[src/rtl/rx_pkg.sv]
// Shared receive-path constants: frame width and FIFO depth defaults used by
// both the UART receiver and rx_fifo, so the two always agree on NBITS.
// Also provides pointer/count/data types sized from the default depth.
package rx_pkg;

  localparam int UART_NBITS = 8;
  localparam int RXF_DEPTH  = 16;
  localparam int RXF_AW     = $clog2(RXF_DEPTH);

  typedef logic [RXF_AW-1:0]     ptr_t;
  typedef logic [RXF_AW:0]       cnt_t;
  typedef logic [UART_NBITS-1:0] data_t;

endpackage

[src/rtl/rx_fifo_if.sv]
// rx_fifo bus bundle: receiver strobe/data in, FWFT read port and status out.
// master = upstream/host side (drives rx_done, rx_data, rd_en, ovr_clr);
// slave  = rx_fifo (drives rd_data, rd_valid, empty, full, count, overrun).
interface rx_fifo_if
  import rx_pkg::*;
#(
  parameter int NBITS = UART_NBITS,
  parameter int DEPTH = RXF_DEPTH
) ();

  localparam int AW = $clog2(DEPTH);

  logic             rx_done;
  logic [NBITS-1:0] rx_data;
  logic             rd_en;
  logic             ovr_clr;
  logic [NBITS-1:0] rd_data;
  logic             rd_valid;
  logic             empty;
  logic             full;
  logic [AW:0]      count;
  logic             overrun;

  modport master (
    output rx_done, rx_data, rd_en, ovr_clr,
    input  rd_data, rd_valid, empty, full, count, overrun
  );

  modport slave (
    input  rx_done, rx_data, rd_en, ovr_clr,
    output rd_data, rd_valid, empty, full, count, overrun
  );

endinterface

[src/rtl/sync_2ff.sv]
// Generic single-bit two-flop synchroniser into the clk domain.
// Latency: 2 clk. No backpressure (free-running level path).
// Ports: clk, rst_n (async active-low), d_i (async level), q_o (synchronised).
module sync_2ff (
  input  logic clk,
  input  logic rst_n,
  input  logic d_i,
  output logic q_o
);

  logic s1_q;
  logic s2_q;

  always_ff @(posedge clk or negedge rst_n) begin
    if (!rst_n) begin
      s1_q <= 1'b0;
      s2_q <= 1'b0;
    end else begin
      s1_q <= d_i;
      s2_q <= s1_q;
    end
  end

  assign q_o = s2_q;

endmodule

[src/rtl/rx_fifo.sv]
// Receive FIFO: syncs the receiver's rx_done level, stores one entry per rising edge.
// Latency: write commits on the 3rd clk edge sampling rx_done high; FWFT read (rd_data comb).
// Backpressure: none upstream; when full a new frame is dropped and overrun set
// (macro RX_FIFO_DROP_OLDEST_EN: overwrite the oldest entry instead, overrun still set).
// Ports: clk, rx_rst (async active-low), bus (rx_fifo_if.slave: rx_done/rx_data in,
// rd_en/ovr_clr in, rd_data/rd_valid/empty/full/count/overrun out).
module rx_fifo
  import rx_pkg::*;
#(
  parameter int NBITS = UART_NBITS,
  parameter int DEPTH = RXF_DEPTH
) (
  input  logic       clk,
  input  logic       rx_rst,
  rx_fifo_if.slave   bus
);

  localparam int AW = $clog2(DEPTH);

  typedef logic [AW-1:0] fptr_t;
  typedef logic [AW:0]   fcnt_t;

  localparam fcnt_t FULL_CNT = fcnt_t'(DEPTH);

  logic             s2;
  logic             p_q;
  logic             wstb;
  logic [NBITS-1:0] mem_q [DEPTH];
  fptr_t            wr_ptr_q, wr_ptr_d;
  fptr_t            rd_ptr_q, rd_ptr_d;
  fcnt_t            count_q, count_d;
  logic             overrun_q, overrun_d;
  logic             is_empty, is_full;
  logic             rd_ok, ovr_evt, do_wr, do_rd;

  sync_2ff u_sync (
    .clk   (clk),
    .rst_n (rx_rst),
    .d_i   (bus.rx_done),
    .q_o   (s2)
  );

  // Edge register resets to 0, so a level already high at reset release
  // still yields exactly one strobe once it has crossed the synchroniser.
  always_ff @(posedge clk or negedge rx_rst) begin
    if (!rx_rst) p_q <= 1'b0;
    else         p_q <= s2;
  end

  assign wstb     = s2 & ~p_q;
  assign is_empty = (count_q == '0);
  assign is_full  = (count_q == FULL_CNT);

  always_comb begin
    rd_ok   = bus.rd_en & ~is_empty;
    // A simultaneous read frees a slot, so only a read-less write into a full FIFO overflows.
    ovr_evt = wstb & is_full & ~rd_ok;
`ifdef RX_FIFO_DROP_OLDEST_EN
    do_wr   = wstb;
    do_rd   = rd_ok | ovr_evt;
`else
    do_wr   = wstb & ~ovr_evt;
    do_rd   = rd_ok;
`endif
    wr_ptr_d  = wr_ptr_q + fptr_t'(do_wr);
    rd_ptr_d  = rd_ptr_q + fptr_t'(do_rd);
    count_d   = count_q + fcnt_t'(do_wr) - fcnt_t'(do_rd);
    // Set has priority over clear.
    overrun_d = ovr_evt | (overrun_q & ~bus.ovr_clr);
  end

  always_ff @(posedge clk or negedge rx_rst) begin
    if (!rx_rst) begin
      wr_ptr_q  <= '0;
      rd_ptr_q  <= '0;
      count_q   <= '0;
      overrun_q <= 1'b0;
    end else begin
      wr_ptr_q  <= wr_ptr_d;
      rd_ptr_q  <= rd_ptr_d;
      count_q   <= count_d;
      overrun_q <= overrun_d;
    end
  end

  // Storage is not reset; rx_data is quasi-static and sampled directly here.
  always_ff @(posedge clk) begin
    if (do_wr) mem_q[wr_ptr_q] <= bus.rx_data;
  end

  assign bus.rd_data  = mem_q[rd_ptr_q];
  assign bus.rd_valid = ~is_empty;
  assign bus.empty    = is_empty;
  assign bus.full     = is_full;
  assign bus.count    = count_q;
  assign bus.overrun  = overrun_q;

endmodule

[src/flat_wrapper.sv]
// flat-port wrapper written by rule: the top's interface ports become plain ports
module rx_fifo_flat import rx_pkg::*;
#(
  parameter int NBITS = UART_NBITS,
  parameter int DEPTH = RXF_DEPTH
)
  (clk, rx_rst, bus_rx_done, bus_rx_data, bus_rd_en, bus_ovr_clr, bus_rd_data, bus_rd_valid, bus_empty, bus_full, bus_count, bus_overrun);
  rx_fifo_if #(.NBITS(NBITS), .DEPTH(DEPTH)) bus_i ();
  input  logic clk;
  input  logic rx_rst;
  input wire logic [$bits(bus_i.rx_done)-1:0] bus_rx_done;
  input wire logic [$bits(bus_i.rx_data)-1:0] bus_rx_data;
  input wire logic [$bits(bus_i.rd_en)-1:0] bus_rd_en;
  input wire logic [$bits(bus_i.ovr_clr)-1:0] bus_ovr_clr;
  output wire logic [$bits(bus_i.rd_data)-1:0] bus_rd_data;
  output wire logic [$bits(bus_i.rd_valid)-1:0] bus_rd_valid;
  output wire logic [$bits(bus_i.empty)-1:0] bus_empty;
  output wire logic [$bits(bus_i.full)-1:0] bus_full;
  output wire logic [$bits(bus_i.count)-1:0] bus_count;
  output wire logic [$bits(bus_i.overrun)-1:0] bus_overrun;
  assign bus_i.rx_done = bus_rx_done;
  assign bus_i.rx_data = bus_rx_data;
  assign bus_i.rd_en = bus_rd_en;
  assign bus_i.ovr_clr = bus_ovr_clr;
  assign bus_rd_data = bus_i.rd_data;
  assign bus_rd_valid = bus_i.rd_valid;
  assign bus_empty = bus_i.empty;
  assign bus_full = bus_i.full;
  assign bus_count = bus_i.count;
  assign bus_overrun = bus_i.overrun;
  rx_fifo #(.NBITS(NBITS), .DEPTH(DEPTH)) u_core (.clk(clk), .rx_rst(rx_rst), .bus(bus_i));
endmodule
[config.mk]
export PLATFORM = sky130hd
export DESIGN_NAME = rx_fifo_flat
export DESIGN_NICKNAME = d
export VERILOG_FILES = /design/src/rtl/rx_pkg.sv /design/src/rtl/rx_fifo_if.sv /design/src/rtl/sync_2ff.sv /design/src/rtl/rx_fifo.sv /design/src/flat_wrapper.sv
export SDC_FILE = /design/constraint.sdc
export NUM_CORES = 1
export LEC_CHECK = 0
export CAP_MARGIN = 0
export CELL_PAD_IN_SITES_DETAIL_PLACEMENT = 1
export CELL_PAD_IN_SITES_GLOBAL_PLACEMENT = 2
export CORE_MARGIN = 2
export CORE_UTILIZATION = 41
export CTS_CLUSTER_DIAMETER = 60
export CTS_CLUSTER_SIZE = 10
export DETAILED_ROUTE_END_ITERATION = 10
export GPL_TIMING_DRIVEN = 0
export PLACE_DENSITY = 0.72
export SKIP_CTS_REPAIR_TIMING = 1
export SYNTH_ARGS = -nofsm -noshare
export SYNTH_HDL_FRONTEND = slang
export SYNTH_HIERARCHICAL = 1
export SYNTH_SLANG_ARGS = --single-unit
[constraint.sdc]
create_clock -name clk -period 2.6 [get_ports clk]
set_clock_uncertainty 0.1 [all_clocks]
set_input_delay 0.52 -clock clk [delete_from_list [all_inputs] [get_ports clk]]
set_output_delay 0.52 -clock clk [all_outputs]
set_load 0.05 [all_outputs]
==> Word level (Yosys, flattened, before mapping) <==
Memory sizes are Yosys's and may differ from the RTL's.
Cells that the tools add are included.
{ "totals": {"ff_bits": 17, "ram_bits": 128, "in_bits": 13, "out_inout_bits": 17, "elab_cells": 28, "memories": 1} }
{ "memory_table": {"columns": ["memory", "words", "word_bits", "read_ports", "rd_ports_with_merged_regs", "wr", "line", "text"], "rows": [
  ["u_core.mem_q", 16, 8, 1, 0, 1, "rx_fifo.sv:28", "logic [NBITS-1:0] mem_q [DEPTH];"]
]} }
{ "classes": {"add_sub_neg": 4, "n_eq_ne": 1, "mux": 2, "n_bitwise": 12, "reduce_logical": 1} }
{ "ops": {"columns": ["cell", "count"], "rows": [
  ["$add 4x1->4", 2],
  ["$and 1x1->1", 6],
  ["$add 5x1->5", 1],
  ["$eq 5x5->1 const B", 1],
  ["$logic_not 5->1", 1],
  ["$not 1->1", 5],
  ["$sub 5x1->5", 1],
  ["$mux 1", 2],
  ["$or 1x1->1", 1]
]} }

==> Longest topological paths before layout <==
{ "depth": {"depth_word": 9, "depth_mapped": 13} }

==> Modules after synthesis <==
The synthesis kept the hierarchy.
{ "modules_own_cells": {"columns": ["module", "n_inst", "cells_per_inst", "area_per_inst_um2"], "rows": [
  ["rx_fifo", 1, 317, 5815.6],
  ["sync_2ff", 1, 2, 50.0]
]} }

==> Least setup slack after synthesis <==
Ideal clock, no wire load.
{ "synth_timing": {"path_kind": "register to register", "startpoint": "register u_core.count_q[3] (netlist: u_core/bus.count[3])", "endpoint": "register u_core.count_q[4] (netlist: u_core/bus.count[4])", "setup_time_ns": 0.080, "arrival_time_ns": 2.961, "t_required_ns": 2.420, "setup_slack_ns": -0.541, "path_stages_with_launch": 13, "n_path_buf": 0, "cell_sequence": "dfrtp_1 > inv_1 > ha_1 > or4b_1 > and2_1 > o21ai_1 > ha_1 > inv_1 > fa_1 > inv_1 > a21oi_1 > o21bai_1 > xnor2_1"} }
{ "synth_via": {"elab_chain_len": 9, "word_cells_on_any_way": 11, "classes_between": "2 x add/sub; 1 x eq/ne; 7 x bitwise; 1 x reduce/logical"} }
{ "synth_rtl": {"columns": ["item", "line", "text"], "rows": [
  ["start: declaration", "rx_fifo.sv:31", "fcnt_t count_q, count_d;"],
  ["start signal: assignment", "rx_fifo.sv:81", "count_q <= count_d;"],
  ["$logic_not 5->1 *", "rx_fifo.sv:51", "assign is_empty = (count_q == '0);"],
  ["$not 1->1 *", null, null],
  ["via bus_rd_valid", "flat_wrapper.sv:16", "output wire logic [$bits(bus_i.rd_valid)-1:0] bus_rd_valid;"],
  ["$and 1x1->1 *", "rx_fifo.sv:55", "rd_ok = bus.rd_en & ~is_empty;"],
  ["$not 1->1", "rx_fifo.sv:57", "ovr_evt = wstb & is_full & ~rd_ok;"],
  ["$and 1x1->1", "rx_fifo.sv:57", null],
  ["$not 1->1", "rx_fifo.sv:62", "do_wr = wstb & ~ovr_evt;"],
  ["$and 1x1->1", "rx_fifo.sv:62", null],
  ["$add 5x1->5", "rx_fifo.sv:67", "count_d = count_q + fcnt_t'(do_wr) - fcnt_t'(do_rd);"],
  ["$sub 5x1->5 *", "rx_fifo.sv:67", null],
  ["via u_core.count_d[4]", "rx_fifo.sv:31", null]
]} }
Mark *: on every way through the listed nets, which the timed path passes. The rest lies on a longest branch.

==> Final worst setup path <==
{ "layout_timing": {"startpoint": "register u_core.rd_ptr_q[0]", "endpoint": "output port bus_rd_data[2]"} }
{ "layout_via": {"elab_chain_len": 1} }
{ "layout_rtl": {"columns": ["item", "line", "text"], "rows": [
  ["start: declaration", "rx_fifo.sv:30", "fptr_t rd_ptr_q, rd_ptr_d;"],
  ["start signal: assignment", "rx_fifo.sv:80", "rd_ptr_q <= rd_ptr_d;"],
  ["$mem_v2 16x8", null, null],
  ["end: declaration", "flat_wrapper.sv:15", "output wire logic [$bits(bus_i.rd_data)-1:0] bus_rd_data;"]
]} }
No other way between the ends.

==> summary.md <==
| Metric | Value |
|---|---|
| Gp weighted congestion | `0.7307` |
| Count of cell types in the netlist | `38` |
| Pwr Density | `1252 nW/um2` |
| Setup TNS | `-1.235 ns` |
| Post-synthesis cell area | `5866 um2` |
| Clock latency on the worst-skew pair | `0.42 ns` |
| Worst EP required | `1.98 ns` |
| Initial antenna violation count | `0` |
| # port buffers | `29` |
| FF-to-FF path depth | `12` |
| Final worst path period share | `1.068` |
| Crit path capture type | `primary output` |
| WHS | `0.2559 ns` |
| Metal3 WL | `524 um` |
| Flop pwr share | `0.313` |
| Overall routing resource usage | `0.1840` |
| WL met1 | `5864 um` |
| Critical path cell sequence | `buf_12, clkbuf_16, mux4_2, a22oi_2, nand2_1, buf_6` |
| Core area | `13930 um2` |
| Largest stage delay, worst path | `0.58 ns` |
| Largest net degree at the start of global routing | `18` |
| Synth Instances | `319` |
| Final worst setup slack | `-0.1769 ns` |
| Critical path peak fanout | `4` |
| Peak VDD IR | `749.1 uV` |
| Die area | `15280 um2` |
| CTS root buffer | `clkbuf_16` |
| Top FF cell, synth | `edfxtp_1` |
| Drt wl/cell | `22.81 um` |
| Fin nets | `410` |
| Overflow after GRT | `0` |
| Outcome | `complete, but fails checks` |
| IO Pins | `30` |
| # rows | `43` |
| Post-route ant nets | `0` |
| Yosys reg bits | `145` |
| Die Y | `123.6 um` |
| Via count | `3113` |
| Dpl cell area | `6392 um2` |
| Drt total wl | `13190 um` |
| Setup violators final | `9` |
| Clock-pin slew of the registers on the worst-case setup and hold paths | `0.06 ns` |
| # DRC | `0` |
| Violated checks | `negative setup slack` |
| Die Wd | `123.6 um` |
| Vias in the first global route | `3231` |
| Clock share of power | `0.237` |
| Dpl hpwl | `8227 um` |
| Initial Util | `0.4209` |
| Max cap viols | `0` |
| Most frequent cells in the layout | `edfxtp_1, mux2i_1, clkbuf_16` |
| DR iter-0 viols | `223` |
| CTS Buf Count | `17` |
| Slew Viols, Final | `0` |
| P_leak | `2.645 nW` |
| Crit start category | `flop` |
| EDFF count, synth | `128` |
| Post-synthesis sequential area ratio | `0.7278` |
| Clk buf depth | `2` |
| WHS Path Cells | `0` |
| TritonCTS clock tree | `built` |
| Syn_area_per_cell | `18.39 um2` |
| Via density | `5.386` |
| Slew headroom | `0.4088` |
| Async S/R FF share, synth | `0.1172` |
| Slowest-stage cell, CP | `mux4_2` |
| Final instance area | `7523 um2` |
| H-tree levels | `4` |
| Syn Nets | `342` |
| Unrepaired setup endpoints after global routing | `yes` |
| Area growth syn-to-layout | `28.26%` |
| Switch share | `0.3611` |
| Crit Path Class | `reg2out` |
| Commonest non-fill, non-tap cell in the layout | `edfxtp_1` |
| Global-route wire length before repair | `19470 um` |
| Switching pwr | `3.400 mW` |
| F_max | `360.1 MHz` |
| Ant. Diodes | `0` |
| Clock Sinks | `145` |
| Syn. warnings | `6` |
| Place WS | `-0.8566 ns` |
| Worst Hold Class | `reg2reg` |
| Layout cells sized above 1 | `0.3518` |
| Routed wl met2 | `6530 um` |
| DRT Pass-1 Iters | `4` |
| Worst-Margin Slew | `0.8836 ns` |
| Int Pwr | `6.016 mW` |
| Max Used Layer | `met4` |
| Arrival @ worst endpoint | `2.16 ns` |
| Post-route minimum period | `2.777 ns` |
| Fin. Hold Viols | `0` |
| Logic pwr share | `0.449` |
==> layer usage <==
metal  vias to the layer above  GRT usage
met5                         -          0
met1                      1632     0.2467
met2                        62     0.2895
met4                         0    0.07670
met3                        21    0.04396
li1                       1398          -
==> registers in the layout, indices dropped and copies added, names as in the netlist <==
signal,flops
u_core/wr_ptr_q,4
u_core/bus.count,5
u_core/u_sync/q_o,1
u_core/p_q,1
u_core/u_sync/s1_q,1
u_core/bus.overrun,1
u_core/rd_ptr_q,4
u_core/mem_q,128
==> cells in the mapped netlist, types with 3 or more instances <==
| cell type | number | share of area |
|---|---|---|
| dfrtp_1 | 17 | 0.073 |
| mux2i_1 | 32 | 0.055 |
| nand2b_1 | 3 | 0.0032 |
| mux4_2 | 16 | 0.061 |
| nor3_1 | 3 | 0.0026 |
| nand2_1 | 12 | 0.0077 |
| edfxtp_1 | 128 | 0.66 |
| nor2_1 | 12 | 0.0077 |
| o21ai_0 | 8 | 0.0068 |
| xnor2_1 | 4 | 0.0060 |
| buf_4 | 3 | 0.0038 |
| inv_1 | 12 | 0.0077 |
| a221oi_1 | 14 | 0.021 |
| buf_6 | 4 | 0.0077 |
| xor2_1 | 4 | 0.0060 |
| clkbuf_1 | 4 | 0.0026 |
| a22oi_1 | 8 | 0.010 |
| ha_1 | 9 | 0.019 |
==> path summary, 6_finish.rpt <==
kind	from	endpoint	slack, ns
min in group asynchronous	rx_rst	u_core/bus.count[1]	0.46
setup / recovery	u_core/rd_ptr_q[0]	bus_rd_data[2]	-0.18
hold reg to reg	u_core/u_sync/s1_q	u_core/u_sync/q_o	0.26
max in group asynchronous	rx_rst	u_core/rd_ptr_q[3]	1.38
setup reg to reg	u_core/bus.count[3]	u_core/bus.count[4]	-0.01
hold / removal	u_core/u_sync/s1_q	u_core/u_sync/q_o	0.26
==> power by group through the flow <==
stage                     Sequential [mW]  Combinational, mW  Clock [mW]
after floorplan                      3.04               2.17           0
after global placement               2.92               3.25           0
after detailed placement             2.93               3.31           0
after CTS                            2.89               3.31        2.28
after global routing                 2.98               4.49        2.37
final                                2.95               4.23        2.23
==> cell type report <==
class	instances	area (um2)
fill	1278	6411
buffer	14	180.2
tap	180	225.2
inverter	12	48.80
timing repair buffer	51	529.3
clock inverter	9	92.59
sequential	145	4274
clock buffer	21	440.4
multi-input combinational	146	1733
==> cell families after synthesis <==
group           count (synthesis)  share of synthesized area
compound gates                 39                    0.05205
simple gates                   41                    0.03669
buf+inv                        28                    0.03285
mux                            48                     0.1160
fa+ha+maj                      10                    0.02261
xor+xnor                        8                    0.01194
flops                         145                     0.7278
==> metrics by stage <==
stage / utilization / std cells / power [mW]
final: 0.5399 / 578 / 9.416
after global routing: 0.5399 / 578 / 9.836
after CTS: 0.4970 / 558 / 8.483
after detailed placement: 0.4587 / 528 / 6.237
after global placement: 0.4587 / 528 / 6.170
after floorplan: - / 319 / 5.207
==> critical path, delay by kind of cell (launching register included) <==
family                 cells  cell delay [ns]
AOI/OAI and AO/OA          1             0.21
buffers and inverters      3             0.43
muxes                      1             0.58
and+or+nand+nor            1             0.08
DFF                        1             0.42
Note: power is estimated with default switching activity, not from simulation.
